--- config.mk ---
export PLATFORM = sky130hd
export DESIGN_NAME = fetch_unit_flat
export DESIGN_NICKNAME = d
export VERILOG_FILES = /design/src/rtl/fetch_unit_if.sv /design/src/rtl/fetch_unit.sv /design/src/flat_wrapper.sv
export SDC_FILE = /design/constraint.sdc
export NUM_CORES = 1
export LEC_CHECK = 0
export BUFFER_PORTS_ARGS = -buffer_cell sky130_fd_sc_hd__buf_2
export CORE_ASPECT_RATIO = 1.4
export CORE_MARGIN = 5
export CORE_UTILIZATION = 40
export CTS_BUF_LIST = sky130_fd_sc_hd__clkbuf_4 sky130_fd_sc_hd__clkbuf_8
export DETAILED_ROUTE_END_ITERATION = 10
export PLACE_DENSITY = 0.67
export SETUP_SLACK_MARGIN = 0.1
export SYNTH_ARGS = -nofsm -noshare
export SYNTH_HDL_FRONTEND = slang
export SYNTH_SLANG_ARGS = --single-unit
--- constraint.sdc ---
create_clock -name clk -period 2.4 [get_ports clk]
set_input_delay 0.12 -clock clk [delete_from_list [all_inputs] [get_ports clk]]
set_output_delay 0.12 -clock clk [all_outputs]
set_load 0.01 [all_outputs]
--- src/rtl/fetch_unit_if.sv ---
// Bus bundle between the fetch unit, the instruction memory and the execute stage.
// master = fetch unit; slave = the memory/execute environment around it.
interface fetch_unit_if;
    logic        imem_req;
    logic [15:0] imem_addr;
    logic        imem_rdy;
    logic [15:0] imem_data;
    logic [15:0] instr;
    logic [15:0] next_pc;
    logic        instr_valid;
    logic        ex_ack;
    logic [15:0] pc_in;
    logic        halted;
    logic        err;

    modport master (
        output imem_req, imem_addr, instr, next_pc, instr_valid, halted, err,
        input  imem_rdy, imem_data, ex_ack, pc_in
    );

    modport slave (
        input  imem_req, imem_addr, instr, next_pc, instr_valid, halted, err,
        output imem_rdy, imem_data, ex_ack, pc_in
    );
endinterface

--- src/rtl/fetch_unit.sv ---
// Instruction-fetch stage: owns the architectural PC, fetches from a variable-latency
// memory and hands each instruction to execute, stopping on HALT or a misaligned target.
module fetch_unit #(
    parameter logic [15:0] RESET_PC  = 16'h0000,
    parameter logic [4:0]  HALT_OP   = 5'b00000,
    parameter logic [15:0] NOP_INSTR = 16'h0800
) (
    input  logic             clk,
    input  logic             rst,
    fetch_unit_if.master     bus,
    output logic [1:0]       dbg_state
);
    // Handshakes: a memory transfer happens on a rising edge where imem_req && imem_rdy;
    // an execute transfer happens on a rising edge where instr_valid && ex_ack. imem_req,
    // imem_addr, instr and next_pc stay stable from assertion until their transfer edge.

    typedef enum logic [1:0] {
        IDLE   = 2'd0,
        REQ    = 2'd1,
        VALID  = 2'd2,
        HALTED = 2'd3
    } state_t;

    state_t      state;
    logic [15:0] pc;

    assign bus.imem_addr = pc;
    assign dbg_state     = state;

    always_ff @(posedge clk or posedge rst) begin
        if (rst) begin
            state           <= IDLE;
            pc              <= RESET_PC;
            bus.imem_req    <= 1'b0;
            bus.instr       <= NOP_INSTR;
            bus.next_pc     <= RESET_PC;
            bus.instr_valid <= 1'b0;
            bus.halted      <= 1'b0;
            bus.err         <= 1'b0;
        end else begin
            case (state)
                IDLE: begin
                    state        <= REQ;
                    bus.imem_req <= 1'b1;
                end
                REQ: begin
                    if (bus.imem_rdy) begin
                        bus.instr       <= bus.imem_data;
                        bus.next_pc     <= pc + 16'd2;
                        bus.imem_req    <= 1'b0;
                        bus.instr_valid <= 1'b1;
                        state           <= VALID;
                    end
                end
                VALID: begin
                    if (bus.ex_ack) begin
                        bus.instr_valid <= 1'b0;
                        // HALT wins over a misaligned target, so err stays clear then.
                        if (bus.instr[15:11] == HALT_OP) begin
                            bus.halted <= 1'b1;
                            bus.instr  <= NOP_INSTR;
                            state      <= HALTED;
                        end else if (bus.pc_in[0]) begin
                            bus.err    <= 1'b1;
                            bus.halted <= 1'b1;
                            bus.instr  <= NOP_INSTR;
                            state      <= HALTED;
                        end else begin
                            pc           <= bus.pc_in;
                            bus.imem_req <= 1'b1;
                            state        <= REQ;
                        end
                    end
                end
                HALTED: begin
                    state <= HALTED;
                end
                default: begin
                    state <= IDLE;
                end
            endcase
        end
    end
endmodule

--- src/flat_wrapper.sv ---
// flat-port wrapper written by rule: the top's interface ports become plain ports
module fetch_unit_flat 
#(
    parameter logic [15:0] RESET_PC  = 16'h0000,
    parameter logic [4:0]  HALT_OP   = 5'b00000,
    parameter logic [15:0] NOP_INSTR = 16'h0800
)
  (clk, rst, dbg_state, bus_imem_req, bus_imem_addr, bus_instr, bus_next_pc, bus_instr_valid, bus_halted, bus_err, bus_imem_rdy, bus_imem_data, bus_ex_ack, bus_pc_in);
  fetch_unit_if bus_i ();
  input  logic clk;
  input  logic rst;
  output logic [1:0] dbg_state;
  output wire logic [$bits(bus_i.imem_req)-1:0] bus_imem_req;
  output wire logic [$bits(bus_i.imem_addr)-1:0] bus_imem_addr;
  output wire logic [$bits(bus_i.instr)-1:0] bus_instr;
  output wire logic [$bits(bus_i.next_pc)-1:0] bus_next_pc;
  output wire logic [$bits(bus_i.instr_valid)-1:0] bus_instr_valid;
  output wire logic [$bits(bus_i.halted)-1:0] bus_halted;
  output wire logic [$bits(bus_i.err)-1:0] bus_err;
  input wire logic [$bits(bus_i.imem_rdy)-1:0] bus_imem_rdy;
  input wire logic [$bits(bus_i.imem_data)-1:0] bus_imem_data;
  input wire logic [$bits(bus_i.ex_ack)-1:0] bus_ex_ack;
  input wire logic [$bits(bus_i.pc_in)-1:0] bus_pc_in;
  assign bus_imem_req = bus_i.imem_req;
  assign bus_imem_addr = bus_i.imem_addr;
  assign bus_instr = bus_i.instr;
  assign bus_next_pc = bus_i.next_pc;
  assign bus_instr_valid = bus_i.instr_valid;
  assign bus_halted = bus_i.halted;
  assign bus_err = bus_i.err;
  assign bus_i.imem_rdy = bus_imem_rdy;
  assign bus_i.imem_data = bus_imem_data;
  assign bus_i.ex_ack = bus_ex_ack;
  assign bus_i.pc_in = bus_pc_in;
  fetch_unit #(.RESET_PC(RESET_PC), .HALT_OP(HALT_OP), .NOP_INSTR(NOP_INSTR)) u_core (.clk(clk), .rst(rst), .bus(bus_i), .dbg_state(dbg_state));
endmodule
==> run summary <==
Pwr
* 1340 nW/um^2 — power per unit of standard cell area
* 0.00149 uW — static leakage
* 0.564 mV — highest ir drop seen on vdd

STA
* 499 MHz — FMAX
* 0.00583 ns — final setup skew
* 83.5% — crit share post-route
* 38.6% — Rel. slew slack
* 0 ns — setup TNS after final layout
* 0 — final hold violations
* 0 — # setup viols final
* 2.00 ns — final period demand of the worst path
* 0 — Final Slew Violations
* 0.919 ns — Worst Tran Pin Value
* 0.396 ns — worst-case setup margin in the final layout
* false — RSZ-0062 raised after global routing

Critical path
* flip-flop to flip-flop — category of the most critical setup path
* 0.40 ns — reg2reg setup slack
* 3 — count of buffering cells on the critical path with inverters included
* 0.73 ns — max incr delay on CP
* u_core.bus.instr[1]$_DFFE_PP0P_ — Reg-to-Reg End
* u_core.dbg_state[0]$_DFFE_PP0P_ — launch point of the worst reg-to-reg path
* flip-flop — Worst setup SP type
* 2.63 ns — critical path data required time
* inv_1, ha_1, buf_4, inv_1, o21bai_1, a22o_1 — cells along the critical path
* o21bai_1 — CP max-delay cell
* flip-flop — CP endpoint kind
* inv_1 — most used cell along the critical path
* 6 — Worst Reg2Reg Path Length in Cells
* 12 — critical path fanouts, max
* 2.23 ns — arrival time at the worst endpoint
* compound AO/OA/AOI/OAI gates — Top Family by Delay on Critical Path

Clock tree
* 2 — H-tree levels
* 0.09 ns — clock slew at the register clock pins of the worst setup and hold paths
* 5 — total CTS buffers
* 0 — number of buffers inserted to repair setup after CTS
* 2 — maximum count of clock buffers along a single path
* clkbuf_8 — clock root buffer
* 52 — total number of clock tree sinks
* yes — clock tree from TritonCTS
* 0.29 ns — Clock Latency Late Sink

Synthesis
* 36 — number of distinct library cells after synthesis
* dfrtp_1 — dominant cell type by area after synthesis
* 0 — number of synthesized flops with an enable pin
* dfrtp_1 — most common flop cell mapped by yosys
* 200 — gate count after technology mapping
* 0 — yosys synthesis warning count
* 54.2% — Yosys top cell area share
* 2350 um^2 — Mapped Area
* 100% — async set-reset flop share out of synthesis
* 55.3% — sequential area share after synthesis
* 52 — #FFs+latches synth
* dfrtp_1 (54%), mux2_4 (6.4%), a22o_1 (5.6%) — leading cell types by total area after synthesis
* 11.8 um^2 — average instance area after synthesis

Run status
* completed — status

Global routing
* 0 — number of antenna violations at the first check in global routing
* 1789 — via count of the first global-routing pass
* 29 — maximum number of pins on one net before global-route repair
* 14.3% — global-route usage over all layers
* 8360 um — global-route wire length before repair
* 0 — GRT Residual Overflow

Layout
* 332 — layout net count
* 26.4% — area growth from synthesis to layout
* 42.1% — layout cells sized above 1
* 362 — Post-Layout Cell Count
* 0 — count of inserted antenna diode cells

Placement
* 353 — number of placed instances, taps included
* 87 — count of buffers inserted at the top-level ports
* 0.815 — weighted congestion reported at the end of routability-driven placement
* 0.189 ns — DP Worst Slack
* 4160 um — detailed placement HPWL

Routing
* 4.99 — Vias/cell
* 1806 — routed vias
* 65 — number of DRC markers after the initial detailed-route iteration
* 5350 um — sum of routed wire length over all layers
* 4 — Initial DRT Pass Iterations
* 0 — final routed DRC violation total
* 0 — ANT nets after route
* 14.8 um — wire per inst

Run
* 0 — number of max-cap violations

Min path
* 2 — Hold Path Cell Cnt
* u_core.bus.instr[10]$_DFFE_PP0P_ — worst hold path endpoint
* primary input to flip-flop — path class of the lowest-slack min-delay path
* bus_imem_data[10] — origin of the worst min-delay path

Floorplanning
* 101 um — Die Y-Extent
* 33 — floorplan row count
* 90 — number of top-level design ports
* 7540 um^2 — die area
* 74.8 um — overall die width
* 40.7% — starting utilization of the core area
* 5780 um^2 — Floorplan Core Area

-- power by group --
group,leakage [uW],internal [uW],switching (uW)
clock network,0.0000586,321,271
logic,0.000797,861,888
registers,0.000631,1290,369
-- cell usage in the layout (no fill, tap or decap), drive strengths merged, types with 2 or more instances in the layout --
| cell | instances |
|---|---|
| a21oi | 3 |
| a22o | 16 |
| buf | 91 |
| clkbuf | 6 |
| conb | 2 |
| dfrtp | 51 |
| ha | 5 |
| inv | 12 |
| mux2 | 16 |
| nand2 | 23 |
| nand2b | 2 |
| nand3 | 6 |
| nand4 | 3 |
| nor2 | 5 |
| nor3 | 4 |
| nor4 | 4 |
| o21ai | 16 |
| xnor2 | 12 |
-- per-stage QoR --
stage / utilization [%] / power [uW] / hold slack, ns / area, um^2
6_report: 51.5 / 4000 / 0.0460 / 2970
5_1_grt: 51.5 / 4290 / 0.0356 / 2970
4_1_cts: 51.4 / 4050 / 0.0338 / 2970
3_5_place_dp: 49.3 / 3440 / 0.211 / 2850
3_3_place_gp: 49.3 / 3370 / 0.207 / 2850
2_1_floorplan: - / 2780 / 0.230 / 2360
-- what timing repair did --
action,in CTS,in global routing
hold buffers,1,0
endpoints found under the setup margin,0,16
endpoints found under the hold margin,26,0
gates resized for setup,0,1
-- cells by family (layout without fill, tap and decap cells) --
kind of cell	Yosys count	in the layout	synth area share (%)
buffers and inverters	21	112	4.47
AO/OA/AOI/OAI	44	44	13.5
multiplexers	16	16	9.25
AND/OR/NAND/NOR	48	48	9.78
other	1	2	0.159
flip-flops	52	52	55.3
adder cells (fa/ha/maj)	5	5	2.66
XOR/XNOR	13	13	4.84
-- metal layers --
layer / routed length (um) / vias up / global-route usage [%]
met1: 2070 / 864 / 16.9
met3: 391 / 7 / 3.09
li1: - / 876 / -
met5: 0 / - / 0
met4: 87 / 0 / 4.38
met2: 2790 / 59 / 25.4
-- cells in the mapped netlist (2+ instances only) --
cell type,number
a21oi_1,3
a22o_1,15
buf_2,2
buf_4,2
clkbuf_1,4
dfrtp_1,51
ha_1,5
inv_1,12
mux2_2,6
mux2_4,10
nand2_1,23
nand2b_1,2
nand3_1,6
nand4_1,3
nor2_1,4
nor3_1,4
nor4_1,4
o21ai_0,15
xnor2_1,12
-- state kept, by name, indices dropped and copies added, names as in the netlist --
name                    count
u_core.bus.instr           16
u_core.bus.imem_addr       15
u_core.bus.next_pc         15
u_core.dbg_state            2
u_core.bus.err              1
u_core.bus.halted           1
u_core.bus.imem_req         1
u_core.bus.instr_valid      1
-- worst max-delay path by stage --
stage	cells past startpoint	start	slack, ns	endpoint
CTS	6	u_core.dbg_state[1]$_DFFE_PP0P_	0.16	u_core.bus.instr[1]$_DFFE_PP0P_
floorplan	8	u_core.dbg_state[0]$_DFFE_PP0P_	0.52	u_core.bus.instr[12]$_DFFE_PP0P_
global placement	6	u_core.dbg_state[1]$_DFFE_PP0P_	0.29	u_core.bus.instr[12]$_DFFE_PP0P_
finish	6	u_core.dbg_state[0]$_DFFE_PP0P_	0.40	u_core.bus.instr[1]$_DFFE_PP0P_
detailed placement	6	u_core.dbg_state[1]$_DFFE_PP0P_	0.19	u_core.bus.instr[6]$_DFFE_PP0P_
global route	6	u_core.dbg_state[1]$_DFFE_PP0P_	0.27	u_core.bus.instr[7]$_DFFE_PP0P_
-- cell type report --
| type | count | area [um^2] |
|---|---|---|
| clock inverter | 2 | 35.0 |
| clock buffer | 6 | 76.3 |
| sequential | 52 | 1300 |
| fill | 551 | 2810 |
| timing repair buffer | 92 | 475 |
| tap | 70 | 87.6 |
| multi-input combinational | 128 | 952 |
| inverter | 12 | 45.0 |
Power figures use the tool's default switching activity.
